==> config.mk <==
export PLATFORM = sky130hd
export DESIGN_NAME = c1355_resp_misr
export DESIGN_NICKNAME = d
export VERILOG_FILES = /design/src/rtl/c1355_resp_misr.sv
export SDC_FILE = /design/constraint.sdc
export NUM_CORES = 1
export LEC_CHECK = 0
export ABC_CLOCK_PERIOD_IN_PS = 6600
export CAP_MARGIN = 20
export CORE_MARGIN = 1.5
export CORE_UTILIZATION = 62
export DETAILED_ROUTE_END_ITERATION = 12
export DONT_BUFFER_PORTS = 1
export PLACE_DENSITY = 0.83
export SYNTH_ARGS = -nofsm -noshare
export SYNTH_HDL_FRONTEND = slang
export SYNTH_SLANG_ARGS = --single-unit
==> constraint.sdc <==
create_clock -name clk -period 6.6 [get_ports clk]
set_clock_uncertainty 0.2 [all_clocks]
set_input_delay 1.65 -clock clk [delete_from_list [all_inputs] [get_ports clk]]
set_output_delay 1.65 -clock clk [all_outputs]
set_load 0.01 [all_outputs]
==> src/rtl/c1355_resp_misr.sv <==
// Response compactor for the c1355 core: folds 32 registered core outputs per clock into a MISR
// over a programmable window and compares the result with a golden signature. Optional x-masking via C1355_MISR_XMASK_EN.
module c1355_resp_misr #(
    parameter int                WIDTH       = 32,
    parameter int                COUNT_W     = 16,
    parameter int                SKIP_CYCLES = 2,
    parameter logic [WIDTH-1:0]  POLY        = 32'h04C11DB7,
    parameter logic [WIDTH-1:0]  SEED        = 32'hFFFFFFFF
) (
    input  logic               clk,
    input  logic               reset,
    input  logic               start,
    input  logic               abort,
    input  logic [COUNT_W-1:0] num_cycles,
    input  logic [WIDTH-1:0]   resp_in,
`ifdef C1355_MISR_XMASK_EN
    input  logic [WIDTH-1:0]   x_mask,
`endif
    input  logic [WIDTH-1:0]   golden,
    output logic               busy,
    output logic               done,
    output logic               pass,
    output logic [WIDTH-1:0]   signature,
    output logic [COUNT_W-1:0] cycle_count,
    output logic [1:0]         dbg_state
);

    typedef enum logic [1:0] {S_IDLE, S_SKIP, S_COMPACT, S_DONE} state_t;

    localparam int SKIP_W = (SKIP_CYCLES > 1) ? $clog2(SKIP_CYCLES) : 1;
    localparam logic [SKIP_W-1:0] SKIP_INIT = SKIP_W'((SKIP_CYCLES > 0) ? SKIP_CYCLES - 1 : 0);

    state_t             state_q, state_d;
    logic [WIDTH-1:0]   sig_q, sig_d;
    logic [COUNT_W-1:0] cnt_q, cnt_d;
    logic [COUNT_W-1:0] num_q, num_d;
    logic [SKIP_W-1:0]  skip_q, skip_d;
    logic               busy_q, busy_d;
    logic               done_q, done_d;
    logic [WIDTH-1:0]   resp_eff;
    logic [WIDTH-1:0]   misr_next;

`ifdef C1355_MISR_XMASK_EN
    assign resp_eff = resp_in & ~x_mask;
`else
    assign resp_eff = resp_in;
`endif

    assign misr_next = {sig_q[WIDTH-2:0], 1'b0} ^ (sig_q[WIDTH-1] ? POLY : '0) ^ resp_eff;

    always_comb begin
        state_d = state_q;
        sig_d   = sig_q;
        cnt_d   = cnt_q;
        num_d   = num_q;
        skip_d  = skip_q;
        case (state_q)
            S_IDLE, S_DONE: begin
                // DONE re-arms exactly like IDLE so back-to-back runs need no idle gap.
                if (start) begin
                    num_d  = num_cycles;
                    sig_d  = SEED;
                    cnt_d  = '0;
                    skip_d = SKIP_INIT;
                    if (num_cycles == '0)
                        state_d = S_DONE;
                    else if (SKIP_CYCLES > 0)
                        state_d = S_SKIP;
                    else
                        state_d = S_COMPACT;
                end
            end
            S_SKIP: begin
                if (skip_q == '0)
                    state_d = S_COMPACT;
                else
                    skip_d = skip_q - SKIP_W'(1);
            end
            S_COMPACT: begin
                sig_d = misr_next;
                cnt_d = cnt_q + COUNT_W'(1);
                if (cnt_d == num_q)
                    state_d = S_DONE;
            end
            default: state_d = S_IDLE;
        endcase
        if (abort) begin
            state_d = S_IDLE;
            sig_d   = SEED;
            cnt_d   = '0;
        end
        busy_d = (state_d == S_SKIP) || (state_d == S_COMPACT);
        done_d = (state_d == S_DONE);
    end

    always_ff @(posedge clk or negedge reset) begin
        if (!reset) begin
            state_q <= S_IDLE;
            sig_q   <= SEED;
            cnt_q   <= '0;
            num_q   <= '0;
            skip_q  <= '0;
            busy_q  <= 1'b0;
            done_q  <= 1'b0;
        end else begin
            state_q <= state_d;
            sig_q   <= sig_d;
            cnt_q   <= cnt_d;
            num_q   <= num_d;
            skip_q  <= skip_d;
            busy_q  <= busy_d;
            done_q  <= done_d;
        end
    end

    // Golden is live, so pass follows it while the registered signature is held in DONE.
    assign pass        = done_q && (sig_q == golden);
    assign busy        = busy_q;
    assign done        = done_q;
    assign signature   = sig_q;
    assign cycle_count = cnt_q;
    assign dbg_state   = state_q;

endmodule

==> flow_summary.ini, run 1 <==
[critical_path]
path_cells = xnor2_1 -> nand4_1 -> nor4_1 -> nand4_1 -> nor4_1
worst_ep_required_time_ps = 4750
max_stage_delay_ps = 530
cp-end-kind = output pin
cp.arrival_ps = 3190
worstSetupStartpointType = primary input
r2r_slack_ps = 3430
critical_path_class = in2out
r2r-start = cycle_count[0]
ff2ff_path_depth = 8
critical_path.max_fanout = 1
slowest_stage = nor4_1
rr_endpoint = busy

[global_route]
gr-total-overflow = 0
grt_max_degree = 70
grtUsageMet2_pct = 49.0
grt_usage_pct = 28.1
grt_util_met3_pct = 7.68
use_met1_pct = 32.8
grt_antenna_before_repair = 0
grt_busiest_layer = met2
grt_pass1_vias = 3163
grt_pass1_wl_mm = 15.8

[worst_hold_path]
hold_path_depth = 1
hp-class = reg2reg
worstHoldStart = num_q[11]
min_to = num_q[11]

[sta]
post-route-min-period_ps = 5040
drv_slew = 0
finalCritPeriodShare_pct = 76.3
max_freq_mhz = 199
setup_violations = 0
rsz0062_at_grt = false
hold_violations = 0
tns_ps = 0
setup_ws_ps = 1560
slew_headroom_pct = 44.7
worst_pin_slew_ps = 829

[final_layout]
area_growth_pct = 4.04
insertedDiodeCount = 0
final_common_cell = xnor2_1
final_cell_mix = 78 x xnor2_1, 46 x nor2_1, 37 x dfrtp_1
drive_gt1_share_pct = 17.4
nNetsFinal = 503
num-fill-cells = 502

[routing]
postRouteAntennaNets = 0
drt-total-wl_mm = 9.85
drc_errors = 15
first_pass_iters = 8
vias = 3100
drt_iter0_drc = 160
wl_per_cell_um = 19.9
viasPerCell = 6.25

[clock_tree]
cts_resized = 0
ctsRootBufferMaster = clkbuf_8
ctsHoldBuffers = 0
cts_buffers = 9
cts.sinks = 69
cts_max_path_buffers = 2
cts_tree = done
h-tree-depth = 3
worstSkewPairLatency_ps = 340
cts_setup_buffers = 0
clk_pin_slew_ps = 70

[placed_design]
pre_cts_slack_ps = 1610
hpwl_mm = 7.17
numPortBuffers = 0
gp_congestion = 0.881

[power_and_ir_drop]
powerDensity_nw_per_um2 = 336
switching_share_pct = 36.3
leakagePower_uw = 0.00158
p_int_uw = 927
combinationalPowerShare_pct = 31.3
vdd_drop_max_mv = 0.215
power_frac_clock_pct = 21.7
p_seq_share_pct = 47.0
switching_power_uw = 528

[floorplanning]
die_w_um = 84.9
die_y_um = 84.9
ioPinCount = 137
die_area_um2 = 7200
start_util_pct = 64.7
rows = 29
core_area_um2 = 6420

[yosys]
yosysWarnings = 0
synth.top_cells.by_area = dfrtp_1 22%, dfstp_2 20%, xnor2_1 16%
syn_nets = 512
synth.distinct_cells = 45
ys_async_sr_fraction_pct = 100
syn_area_um2 = 4160
yosysSeqAreaShare_pct = 42.5
synth-seq-cells = 69
netlist_instances = 423
synth_top_area_share_pct = 22.3
synth_edf_count = 0
synth.largest_area_cell = dfrtp_1
ys.flop_type = dfrtp_1
syn_avg_cell_area_um2 = 9.82

[status]
violations = design-rule violations
status = finished with violations

[job]
drv_cap = 0
-- power groups by stage --
stage	Clock, µW	Combinational, µW	Sequential, µW
detailed placement	0	453	689
CTS	323	456	682
finish	316	455	683
global placement	0	437	683
global route	338	500	695
floorplan	0	396	644
-- layer usage --
metal | wire length, µm | part of all wire [%]
met1 | 3720 | 38
met2 | 5050 | 51
met3 | 858 | 8.7
met4 | 223 | 2.3
met5 | 0 | 0
-- how the worst max path moves through the flow --
stage / endpoint / slack, ps / from / cells after the start
final: pass / 1560 / golden[30] / 5
after global placement: pass / 1590 / golden[30] / 5
after CTS: pass / 1590 / golden[30] / 5
after floorplan: pass / 2060 / golden[10] / 5
after detailed placement: pass / 1610 / golden[30] / 5
after global routing: pass / 1430 / golden[30] / 5
-- cell type report --
cell class              instances  area [µm²]  area share, %
clock inverters                 4        22.5          0.521
repair buffers                  3        22.5          0.521
multi-input cells             327        2240           51.9
flip-flops and latches         69        1770           40.9
inverters                       4        15.0          0.347
well taps                      77        96.3           2.23
clock buffers                  12         156           3.62
-- sequential cells by signal, summed over array words and instances, names as in the netlist --
register / flops
busy: 1
cycle_count: 16
dbg_state: 2
done: 1
num_q: 16
signature: 32
skip_q: 1
-- logic make-up (layout without fill, tap and decap cells) --
group                      after synthesis  in the layout  share of synthesized area [%]
and+or+nand+nor                        129            129                           16.1
buffers and inverters                   27             23                           3.49
DFF                                     69             69                           42.5
xor gates and xnor gates               103            103                           21.7
muxes                                   16             16                           4.34
AOI/OAI and AO/OA                       74             74                           10.4
adders and majority gates                5              5                           1.51
-- cells in the mapped netlist, types with 2 or more instances --
cell type / count
clkbuf_1: 14
and4_1: 3
xor2_1: 25
ha_1: 5
nand3_1: 7
nor4_2: 2
inv_1: 4
o21ai_0: 15
buf_4: 3
mux2_2: 16
and3_1: 4
a21oi_1: 28
buf_6: 4
xnor2_1: 78
nand2b_1: 2
dfstp_2: 32
nand2_1: 29
o32a_2: 2
o21ai_1: 13
and2_1: 4
nor2_1: 46
nor2b_1: 2
nor3_1: 3
o31ai_1: 3
nand4_1: 11
a211oi_1: 2
a31oi_1: 4
dfrtp_1: 37
nor4_1: 9
-- metrics by stage --
| step | total power (µW) | hold slack [ps] | instance area (µm²) | utilization [%] | cells |
|---|---|---|---|---|---|
| floorplan | 1040 | 268 | 4160 | - | 423 |
| global placement | 1120 | 289 | 4140 | 64.5 | 480 |
| detailed placement | 1140 | 326 | 4140 | 64.5 | 480 |
| CTS | 1460 | 341 | 4320 | 67.3 | 496 |
| global route | 1530 | 353 | 4320 | 67.3 | 496 |
| finish | 1450 | 342 | 4320 | 67.3 | 496 |
-- critical path: cells and delay by family --
family	cells	cell delay (ps)
and+or+nand+nor	4	1280
xor gates and xnor gates	1	250
No activity file was read; power rests on OpenSTA's default activity.
==> inputs of run 2 (changes only) <==
Settings changed: ABC_CLOCK_PERIOD_IN_PS 6600 to 4100, CORE_UTILIZATION 62 to 58, PLACE_DENSITY 0.83 to 0.81.
Clock period 6.6 ns to 4.1 ns, I/O delays scaled along.
==> run 2 against run 1 <==
  * The run now ends clean
  * Count of clock-buffer cells in the layout grew 3
  * Clock power grew 63%
  * Flip-flop and latch count unchanged
  * Sequential share of layout area decreased by 0.46 points
  * Wire length rose by 0.25%
  * Via count grew 0.81%
  * Register-to-register slack worse by 2300 ps
  * Non-clock buffer count is 3 higher
  * Critical path depth unchanged
  * First-iteration DRC count increased by 0.63%
  * Largest power group unchanged
==> flow_summary.ini, run 2 (synthesized netlist as in run 1, its figures left out) <==
[routing]
drc_errors = 0
viasPerCell = 6.03
drt_iter0_drc = 161
first_pass_iters = 4
wl_per_cell_um = 19.1
drt-total-wl_mm = 9.88
postRouteAntennaNets = 0
vias = 3125

[final_layout]
multi_input_area_um2 = 2240
final_cell_mix = 78 x xnor2_1, 46 x nor2_1, 37 x dfrtp_1
regArea_um2 = 1770
insertedDiodeCount = 0
area_growth_pct = 5.21
drive_gt1_share_pct = 17.8
num-fill-cells = 557
largest_reg_flops = 32
nNetsFinal = 506
final_common_cell = xnor2_1

[placed_design]
hpwl_mm = 7.20
gp_congestion = 0.899
numPortBuffers = 0

[power_and_ir_drop]
powerDensity_nw_per_um2 = 541
leakagePower_uw = 0.00160
vdd_drop_max_mv = 0.379
power_uw = 2370

[job]
drv_cap = 0

[global_route]
grt_pass1_wl_mm = 15.4
grt_antenna_before_repair = 0
grt_max_degree = 70
gr-total-overflow = 0
grt_usage_pct = 26.5
grt_pass1_vias = 3023

[floorplanning]
die_area_um2 = 7680
die_w_um = 87.6
die_y_um = 87.6
start_util_pct = 60.5
ioPinCount = 137
core_area_um2 = 6870
rows = 30

[clock_tree]
cts.sinks = 69
cts_buffers = 9
clk_pin_slew_ps = 70
cts_setup_buffers = 0
cts_resized = 0
ctsHoldBuffers = 0
cts_max_path_buffers = 2
cts_tree = done
h-tree-depth = 3
worstSkewPairLatency_ps = 340
ctsRootBufferMaster = clkbuf_8

[critical_path]
slowest_stage = nor4_1
max_stage_delay_ps = 540
critical_path_class = in2out
cp.arrival_ps = 2640
worst_ep_required_time_ps = 2870
path_cells = xnor2_1 -> nand4_1 -> nor4_1 -> nand4_1 -> nor4_1
worstSetupStartpointType = primary input
critical_path.max_fanout = 1
cp-end-kind = output pin

[sta]
post-route-min-period_ps = 3870
finalCritPeriodShare_pct = 94.3
setup_violations = 0
max_freq_mhz = 259
slew_headroom_pct = 41.8
drv_slew = 0
tns_ps = 0
worst_pin_slew_ps = 872
hold_violations = 0
rsz0062_at_grt = false

[status]
status = finished, final reports clean

[worst_hold_path]
hp-class = in2async
run 2: cell types whose count changed in the layout (fill, tap and decap cells not counted):
cell        previous run  this run
buf_4                  3         6
clkbuf_1               2         3
clkbuf_16              1         0
clkbuf_8               9        12
clkinv_2               3         1
clkinvlp_4             1         0
run 2: path summary, 6_finish.rpt:
| path | start | slack, ps | to | depth (start not counted) |
|---|---|---|---|---|
| max in group asynchronous | reset | 3310 | signature[29] | 0 |
| setup / recovery | golden[10] | 230 | pass | 5 |
| hold / removal | reset | 180 | cycle_count[12] | 0 |
| min in group clk | skip_q | 330 | skip_q | 2 |
| hold reg to reg | skip_q | 330 | skip_q | 2 |
| setup reg to reg | cycle_count[0] | 1150 | busy | 8 |
run 2: power by group:
part | switching (µW) | internal (µW)
sequential | 216 | 871
clock | 247 | 270
combinational | 384 | 378
run 2: routing by layer:
layer	up-vias	part of all wire, %	track usage [%]
li1	1444	-	-
met1	1517	41	35.3
met2	138	49	41.0
met3	26	8.2	8.48
met4	0	2.3	8.51
met5	-	0	0
run 2: final cells by class:
| type | count | area share [%] |
|---|---|---|
| multi-input cells | 327 | 51.3 |
| flip-flops and latches | 69 | 40.4 |
| clock buffers | 15 | 4.04 |
| well taps | 96 | 2.75 |
| repair buffers | 6 | 1.03 |
| inverters | 4 | 0.343 |
| clock inverters | 1 | 0.114 |
run 2: through the flow:
stage | instance area [µm²] | std cells | setup WS, ps | hold WS (ps) | utilization (%)
final | 4370 | 518 | 233 | 177 | 63.6
after CTS | 4370 | 518 | 214 | 163 | 63.6
after detailed placement | 4190 | 502 | 214 | 303 | 61.0
after floorplan | 4160 | 423 | 806 | 268 | -
after global routing | 4370 | 518 | 159 | 153 | 63.6
after global placement | 4190 | 502 | 384 | 294 | 61.0
run 2: worst max-delay path: cells and delay by family:
family	cells	cell delay, ps
XOR/XNOR	1	220
AND/OR/NAND/NOR	4	1390
==> inputs of run 3 (changes only) <==
Settings changed: ABC_CLOCK_PERIOD_IN_PS 4100 to unset.
==> results of run 3 <==
No change in the layout: final DEF, timing and power equal those of run 2.
